<file path="config.mk">
export PLATFORM = sky130hd
export DESIGN_NAME = char_writer
export DESIGN_NICKNAME = d
export VERILOG_FILES = /design/src/rtl/vt52_pkg.sv /design/src/rtl/char_writer.sv
export SDC_FILE = /design/constraint.sdc
export NUM_CORES = 1
export LEC_CHECK = 0
export BUFFER_PORTS_ARGS = -buffer_cell sky130_fd_sc_hd__clkbuf_2
export CORE_AREA = 2 2 93 95
export DETAILED_ROUTE_END_ITERATION = 8
export DIE_AREA = 0 0 95 97
export PLACE_DENSITY = 0.67
export SLEW_MARGIN = 20
export SYNTH_ARGS = -nofsm -noshare
export SYNTH_HDL_FRONTEND = slang
export SYNTH_SLANG_ARGS = --single-unit
</file>
<file path="constraint.sdc">
create_clock -name clk -period 4.95 [get_ports clk]
set_clock_uncertainty 0.05 [all_clocks]
set_input_delay 0.7425 -clock clk [delete_from_list [all_inputs] [get_ports clk]]
set_output_delay 0.7425 -clock clk [all_outputs]
set_load 0.01 [all_outputs]
</file>
<file path="src/rtl/vt52_pkg.sv">
// rtl/vt52_pkg.sv - shared constants, state enum and cell addressing for the character buffer
//   Used by both the write-side controller and the video reader so that the
//   circular row offset (first_char) is interpreted identically on both sides.
package vt52_pkg;

    localparam int COLS      = 80;
    localparam int ROWS      = 24;
    localparam int BUF_SIZE  = 1920;
    localparam int ADDR_BITS = 11;

    localparam logic [7:0] SPACE = 8'h20;
    localparam logic [7:0] BS    = 8'h08;
    localparam logic [7:0] LF    = 8'h0A;
    localparam logic [7:0] FF    = 8'h0C;
    localparam logic [7:0] CR    = 8'h0D;

    typedef enum logic [1:0] {
        IDLE       = 2'd0,
        CLEAR_LINE = 2'd1,
        CLEAR_ALL  = 2'd2
    } state_t;

    // Buffer address of screen cell (x,y) given the address of screen cell (0,0).
    // The largest raw sum is 1919 + 23*80 + 79 = 3838, so a single conditional
    // subtraction of BUF_SIZE is enough to wrap it back into range.
    function automatic logic [ADDR_BITS-1:0] cell_addr(
        input logic [ADDR_BITS-1:0] first,
        input logic [6:0]           x,
        input logic [4:0]           y
    );
        logic [11:0] sum;
        sum = {1'b0, first} + ({7'b0, y} << 6) + ({7'b0, y} << 4) + {5'b0, x};
        if (sum >= 12'(BUF_SIZE)) begin
            sum = sum - 12'(BUF_SIZE);
        end
        return sum[ADDR_BITS-1:0];
    endfunction

endpackage

</file>
<file path="src/rtl/char_writer.sv">
// rtl/char_writer.sv - write-side controller for the 80x24 circular character buffer
//   clk, rst_n          : clock, asynchronous active-low reset
//   in_data/in_valid/in_ready : decoded terminal byte stream (valid/ready)
//   waddr/wdata/write_en: buffer write port (never reads the buffer)
//   cursor_x/cursor_y   : cursor position on screen
//   first_char          : buffer address of screen row 0, column 0 (scroll offset)
//   busy                : a clear sequence is running (inverse of in_ready)
module char_writer
    import vt52_pkg::*;
(
    input  logic                 clk,
    input  logic                 rst_n,
    input  logic [7:0]           in_data,
    input  logic                 in_valid,
    output logic                 in_ready,
    output logic [ADDR_BITS-1:0] waddr,
    output logic [7:0]           wdata,
    output logic                 write_en,
    output logic [6:0]           cursor_x,
    output logic [4:0]           cursor_y,
    output logic [ADDR_BITS-1:0] first_char,
    output logic                 busy
);

    localparam logic [ADDR_BITS-1:0] LINE_LEN = ADDR_BITS'(COLS);
    localparam logic [ADDR_BITS-1:0] ALL_LEN  = ADDR_BITS'(BUF_SIZE);
    localparam logic [ADDR_BITS-1:0] MAX_BASE = ADDR_BITS'(BUF_SIZE - COLS);

    state_t               state;
    // Counts writes already issued in the current clear; shared by both clears.
    logic [ADDR_BITS-1:0] fill;
    logic [ADDR_BITS-1:0] fill_end;

    assign fill_end = (state == CLEAR_LINE) ? LINE_LEN : ALL_LEN;

    always_ff @(posedge clk or negedge rst_n) begin
        if (!rst_n) begin
            state      <= IDLE;
            fill       <= '0;
            in_ready   <= 1'b1;
            busy       <= 1'b0;
            write_en   <= 1'b0;
            waddr      <= '0;
            wdata      <= '0;
            cursor_x   <= '0;
            cursor_y   <= '0;
            first_char <= '0;
        end else begin
            case (state)
                IDLE: begin
                    write_en <= 1'b0;
                    if (in_valid && in_ready) begin
                        if (in_data >= SPACE && in_data <= 8'h7E) begin
                            write_en <= 1'b1;
                            waddr    <= cell_addr(first_char, cursor_x, cursor_y);
                            wdata    <= in_data;
                            // No autowrap: the last column keeps being overwritten.
                            if (cursor_x < 7'(COLS - 1)) begin
                                cursor_x <= cursor_x + 7'd1;
                            end
                        end else begin
                            case (in_data)
                                CR: cursor_x <= '0;
                                BS: if (cursor_x != '0) cursor_x <= cursor_x - 7'd1;
                                LF: begin
                                    if (cursor_y < 5'(ROWS - 1)) begin
                                        cursor_y <= cursor_y + 5'd1;
                                    end else begin
                                        // The old top row becomes the new bottom row;
                                        // its first blanking write is issued right away
                                        // so the clear fills exactly the next 80 cycles.
                                        first_char <= (first_char == MAX_BASE) ? '0
                                                      : first_char + LINE_LEN;
                                        write_en   <= 1'b1;
                                        waddr      <= first_char;
                                        wdata      <= SPACE;
                                        fill       <= ADDR_BITS'(1);
                                        in_ready   <= 1'b0;
                                        busy       <= 1'b1;
                                        state      <= CLEAR_LINE;
                                    end
                                end
                                FF: begin
                                    cursor_x   <= '0;
                                    cursor_y   <= '0;
                                    first_char <= '0;
                                    write_en   <= 1'b1;
                                    waddr      <= '0;
                                    wdata      <= SPACE;
                                    fill       <= ADDR_BITS'(1);
                                    in_ready   <= 1'b0;
                                    busy       <= 1'b1;
                                    state      <= CLEAR_ALL;
                                end
                                default: ;
                            endcase
                        end
                    end
                end
                CLEAR_LINE, CLEAR_ALL: begin
                    if (fill == fill_end) begin
                        write_en <= 1'b0;
                        in_ready <= 1'b1;
                        busy     <= 1'b0;
                        state    <= IDLE;
                    end else begin
                        // A row never straddles the buffer end (1920 is a multiple
                        // of 80), so a plain increment walks the row or whole buffer.
                        write_en <= 1'b1;
                        waddr    <= waddr + ADDR_BITS'(1);
                        wdata    <= SPACE;
                        fill     <= fill + ADDR_BITS'(1);
                    end
                end
                default: begin
                    write_en <= 1'b0;
                    in_ready <= 1'b1;
                    busy     <= 1'b0;
                    state    <= IDLE;
                end
            endcase
        end
    end

endmodule

</file>
==> metrics.yaml, run 1 <==
clk_path_buf_depth: 2
netlist_area_sq_mm: 0.00402
hp-start: "busy"
antenna_found_initial: 0
crit_path_frequent_cell: "inv_1"
gp_congestion: 0.861
grt_pass1_vias: 3509
synth_cell_type_count: 68
setup-violations-final: 0
netlist_top_cells_area: "dfrtp_1 33%, ha_1 8.1%, o21ai_0 5.1%"
clock_latency_ps: 320
first_iter_violations: 233
worstSetupStartpointType: "flip-flop"
htree_levels: 2
drt-total-wl_mm: 9.76
core_area_sq_mm: 0.00813
area_growth_pct: 11.0
fin_cells: 617
cts_resized: 0
power.density_mw_per_mm2: 426
synth_enable_flop_cells: 0
p_leak_nw: 2.07
synth_cells: 462
hp-class: "flip-flop to flip-flop"
setup-tns-final_ps: 0
critical_path_class: "flip-flop to flip-flop"
grt_overflow: 0
min_period_over_period: 0.744
place_hpwl_mm: 7.39
relSlewSlack: 0.533
r2r_start: "cursor_y[2]"
cts_setup_buffers: 0
viasPerCell: 5.80
totalPowerFinal_mw: 1.90
stdcell_area_sq_mm: 0.00447
wire_per_inst_um: 15.8
cp_slowest_cell: "fa_1"
cts.sinks: 54
vias: 3580
cp-end-kind: "flip-flop"
antenna_left: 0
rsz0062_at_grt: "no"
dpl_worst_slack_ps: 1320
drive_above_1_share: 0.160
synth_ff_type: "dfrtp_1"
yosysTopAreaCell: "dfrtp_1"
reg2reg_slack_ps: 1270
rows: 33
setup_slack_ps: 1270
status: "completed"
min_to: "busy"
cp_max_fo: 6
drv_cap: 0
fin_util: 0.549
fin_crit_ps: 3680
cts_root_buf: "clkbuf_8"
start_util: 0.495
holdPathStages: 1
fin_nets: 556
portBuffers: 51
die_y_um: 97
dp_cells: 609
fmax_ghz: 0.272
finalHoldViolations: 0
grt_pass1_wl_mm: 16.7
peakVddDrop_mv: 0.228
dr.pass1.iters: 5
postPlaceCellArea_sq_mm: 0.00437
num_antenna_cells: 0
clkTransAtPathRegs_ps: 100
slew_viol_final: 0
grt_max_degree: 55
cts_tree: "done"
critPathRequiredTime_ps: 5140
chipWidth_um: 95
reg2reg_depth: 14
io_pins: 56
hold_ws_ps: 435
hold_buffers: 0
die-area_sq_mm: 0.00922
synth-warning-count: 0
r2r_end: "waddr[9]"
drcViolationCount: 0
cts_made_buffers: 5
gr-usage-all-layers: 0.224
synth.ff_latch_count: 54
critPathMaxStageDelay_ps: 510
tightest_slew_ps: 701
synth.avg_cell_area_sq_um: 8.71
ys_seq_area_frac: 0.336
crit_arrival_ps: 3870
async_reset_ff_frac: 1.00
yosysTopAreaCellShare: 0.330
crit_chain: "inv_1 > fa_1 > inv_1 > fa_1 > ha_1 > nor2_1 > o221a_2 > nor2_1 > inv_1 > ha_1 > or3_1 > o211a_1 > o31a_1 > a211oi_2"
[per-layer routing]
metal / up-vias / track usage / share of wire
met3: 8 / 0.0288 / 0.041
met5: - / 0 / 0
li1: 1771 / - / -
met4: 0 / 0.0569 / 0.0091
met1: 1717 / 0.332 / 0.49
met2: 84 / 0.346 / 0.46
[where the power goes]
group | internal [mW] | switching, mW | total, mW
Sequential | 0.519 | 0.132 | 0.651
Clock | 0.116 | 0.158 | 0.273
Combinational | 0.417 | 0.562 | 0.978
Total | 1.05 | 0.851 | 1.90
[sequential cells by signal, summed over array words and instances, names as in the netlist]
signal and count:
write_en 1, wdata 8, cursor_x 7, waddr 11
first_char 7, state 2, fill 11, cursor_y 5
busy 1, in_ready 1
[cell usage in the layout, fill, tap and decap left out, types with 7 or more instances in the layout]
cell type  Yosys  routed
ha_1          26      26
a21oi_1       22      22
nor3_1         9       9
nand3_1       20      20
and3_1        13      13
xor2_1        10      10
inv_1         33      33
clkbuf_2       0      51
nand4_1       13      13
fa_1           8       8
nand2_1       37      37
a211oi_1       7       7
nor2_1        41      41
o21ai_0       41      41
dfrtp_1       53      53
[synth_stat cells, drive strengths merged, types with 5 or more instances]
master	count
inv	33
xor2	10
nor3	10
nor2	43
fa	8
a21o	7
a211oi	8
or3	6
a22oi	6
clkbuf	11
nand3	20
ha	26
nand2	37
nand4	13
and3	13
buf	5
dfrtp	53
nor2b	5
o21ai	42
a21oi	22
[critical path, delay by kind of cell, from the launching register on]
family | cells | cell delay [ps]
buffers and inverters | 3 | 240
and+or+nand+nor | 3 | 690
adders and majority gates | 4 | 1480
DFF | 1 | 480
AOI/OAI and AO/OA | 4 | 670
[layout make-up]
cell class	instances	area [sq um]
Clock inverter	2	16.3
Inverter	33	124
Multi-Input combinational cell	364	2490
Sequential cell	54	1350
Tap cell	105	131
Timing Repair Buffer	53	270
Clock buffer	6	82.6
Fill cell	754	3670
[worst max path at each step]
stage,startpoint,to,cells past startpoint
after floorplan,cursor_y[0],waddr[9],14
after global placement,cursor_y[2],waddr[9],14
after detailed placement,cursor_y[2],waddr[9],14
after CTS,cursor_y[2],waddr[9],14
after global routing,cursor_y[2],waddr[10],12
final,cursor_y[2],waddr[9],14
[cells by family (layout without fill, tap and decap cells)]
family | after synthesis | in the layout | synth area share
other cells | 1 | 6 | 0.000932
simple gates | 177 | 177 | 0.231
xor+xnor | 14 | 14 | 0.0305
flops | 54 | 54 | 0.336
buf+inv | 49 | 94 | 0.0498
compound gates | 130 | 130 | 0.224
fa+ha+maj | 34 | 34 | 0.121
mux | 3 | 3 | 0.00746
Note: power is estimated with default switching activity, not from simulation.
==> run 2: changes to the inputs <==
ABC_AREA = 1   (was default)
CORE_AREA = 2 2 97 99   (was 2 2 93 95)
DIE_AREA = 0 0 99 101   (was 0 0 95 97)
PLACE_DENSITY = 0.66   (was 0.67)
clock period = 3.5 ns   (was 4.95 ns; I/O delays follow)
==> run 2 against run 1 <==
Net effect: setup slack worse by 940 ps; register-to-register slack got worse by 940 ps; via count up 8.4%; critical endpoint unchanged; utilization decreased by 1.9 points.
==> metrics.yaml, run 2 <==
status: "completed"
synth_most_common_cell: "nand2_1"
die-area_sq_mm: 0.0100  # +8.5%
min_period_over_period: 0.906  # +0.162
antenna_left: 0  # unchanged
grt_pass1_wl_mm: 17.6  # +5.4%
grt_max_degree: 36  # -35%
core_area_sq_mm: 0.00898  # +10%
reg2reg_slack_ps: 330  # -940 ps
r2r_end: "waddr[9]"
cts_resized: 0  # unchanged
die_y_um: 101  # +4.1%
place_hpwl_mm: 7.99  # +8.2%
vias: 3880  # +8.4%
viasPerCell: 5.21  # -10%
netlist_top_cells_area: "dfrtp_1 30%, nand2_1 11%, ha_1 7.5%"
p_leak_nw: 2.43  # +17%
wire_per_inst_um: 13.8  # -13%
gp_congestion: 0.877  # +1.9%
setup-violations-final: 0  # unchanged
layout_common_cells: "129 x nand2_1, 78 x inv_1, 53 x dfrtp_1"
drcViolationCount: 0  # unchanged
synth_compound_area_frac: 0.130  # -0.0934
relSlewSlack: 0.401  # -0.132
synth_cell_type_count: 46  # -32%
drv_cap: 0  # unchanged
grt_pass1_vias: 3714  # +5.8%
power.density_mw_per_mm2: 235  # -45%
gr-usage-all-layers: 0.217  # -0.00734
cp_max_fo: 6  # unchanged
async_reset_ff_frac: 1.00  # unchanged
synth_cells: 582  # +26%
drive_above_1_share: 0.186  # +0.0260
regArea_sq_mm: 0.00135  # unchanged
yosysTopAreaCell: "dfrtp_1"
fmax_ghz: 0.316  # +16%
tightest_slew_ps: 898  # +197 ps
finalHoldViolations: 0  # unchanged
antenna_found_initial: 0  # unchanged
rsz0062_at_grt: "no"
netlist_top_cells_count: "129 x nand2_1, 78 x inv_1, 53 x dfrtp_1"
io_pins: 56  # unchanged
num_antenna_cells: 0  # unchanged
cp-startpoint: "cursor_y[2]"
start_util: 0.486  # -0.00856
cts_root_buf: "clkbuf_8"
final_common_cell: "nand2_1"
clkTransAtPathRegs_ps: 100  # about the same
top_layer: "met4"
crit_arrival_ps: 3350  # -520 ps
drt-total-wl_mm: 10.3  # +5.2%
fin_crit_ps: 3170  # -513 ps
fin_nets: 678  # +22%
fillCellCount: 888  # +18%
critical_path_class: "flip-flop to flip-flop"
chipWidth_um: 99  # +4.2%
first_iter_violations: 192  # -18%
top_regs: "fill x11, waddr x11, wdata x8"
portBuffers: 51  # unchanged
reg2reg_depth: 18  # +4
r2r_start: "cursor_y[2]"
critPathRequiredTime_ps: 3680  # -1460 ps
hp-class: "primary input to asynchronous set/reset pin"
clock_latency_ps: 310  # about the same
cts_made_buffers: 5  # unchanged
synth_fa_ha_area_frac: 0.111  # -0.00941
synth-xor-area-share: 0.0421  # +0.0117
cp-end-kind: "flip-flop"
multi_input_area_sq_mm: 0.00254  # +2.0%
cts.sinks: 54  # unchanged
cts_setup_buffers: 0  # unchanged
totalPowerFinal_mw: 1.12  # -41%
rows: 35  # +6.1%
synth_ff_type: "dfrtp_1"
synth_top_family_by_area: "simple AND/OR/NAND/NOR gates"
synth.avg_cell_area_sq_um: 7.50  # -14%
grt_overflow: 0  # unchanged
muxShareOfSynthArea: 0  # -0.00746
met1_length_mm: 5.11  # +7.5%
yosys.area_share.simple: 0.293  # +0.0623
ys_seq_area_frac: 0.310  # -0.0262
crit_path_end: "waddr[9]"
area_growth_pct: 9.06
yosysTopAreaCellShare: 0.304  # -0.0257
htree_levels: 2  # unchanged
cts_tree: "done"
netlist_area_sq_mm: 0.00436  # +8.5%
dr.pass1.iters: 5  # unchanged
setup-tns-final_ps: 0  # unchanged
synth-warning-count: 0  # unchanged
worstSetupStartpointType: "flip-flop"
fin_util: 0.530  # -0.0190
clk_path_buf_depth: 2  # unchanged
wl_met2_mm: 4.76  # +5.2%
peakVddDrop_mv: 0.152  # -34%
hold_buffers: 0  # unchanged
synth.ff_latch_count: 54  # unchanged
hold_ws_ps: 277  # -158 ps
wl_met3_um: 355  # -11%
slew_viol_final: 0  # unchanged
synth_enable_flop_cells: 0  # unchanged
-- run 2: cell types whose count changed in the layout (fill, tap and decap cells not counted), sizes merged, moves of 7 or more --
cell / change
nand2: +111
and3: -13
inv: +51
nor2: +9
a21o: -7
a211oi: -8
nand3: +29
-- run 2: worst max-delay path, stage by stage (launching register included) --
cell and delay, ps:
dfrtp_1 470, inv_1 100, fa_1 480, inv_1 50, fa_1 380, ha_1 370, nand2_1 70, nand2_1 70
inv_1 50, nand2_1 60, nand2_1 40, nand2_1 110, inv_1 60, ha_1 210, xor2_1 170, nand2_1 70
nand3_1 70, nand2_1 70, a21oi_1 130
-- run 2: per-stage QoR --
step / cell area (sq um) / instances / setup WS (ps)
floorplan: 4380 / 587 / 522
global placement: 4650 / 737 / 446
detailed placement: 4650 / 737 / 398
CTS: 4760 / 745 / 352
global route: 4760 / 745 / 3.69
finish: 4760 / 745 / 331
-- run 2: kinds of logic after synthesis --
logic type               count (synthesis)
flip-flops                              54
buffers and inverters                  104
adder cells (fa/ha/maj)                 34
XOR/XNOR                                21
AND/OR/NAND/NOR                        279
AO/OA/AOI/OAI                           89
other                                    1
-- run 2: per-layer routing --
layer,track usage,vias up
li1,-,1985
met1,0.301,1799
met2,0.371,89
met3,0.0270,7
met4,0.0348,0
met5,0,-
-- run 2: layout make-up --
class | instances | share of cell area
Clock buffer | 7 | 0.0160
Tap cell | 111 | 0.0292
Multi-Input combinational cell | 429 | 0.534
Inverter | 88 | 0.0707
Sequential cell | 54 | 0.284
Clock inverter | 1 | 0.00631
Timing Repair Buffer | 55 | 0.0599
-- run 2: worst min path at each step --
stage | start | end | slack (ps) | cells after the start
after floorplan | rst_n | busy | 180 | 0
after global placement | busy | busy | 410 | 2
after detailed placement | busy | busy | 410 | 2
after CTS | rst_n | wdata[6] | 310 | 1
after global routing | rst_n | wdata[7] | 350 | 1
final | rst_n | cursor_x[3] | 280 | 1
-- run 2: where the power goes --
group	internal, mW	switching (mW)
logic	0.0178	0.0539
registers	0.623	0
clock network	0.215	0.210
total	0.856	0.264
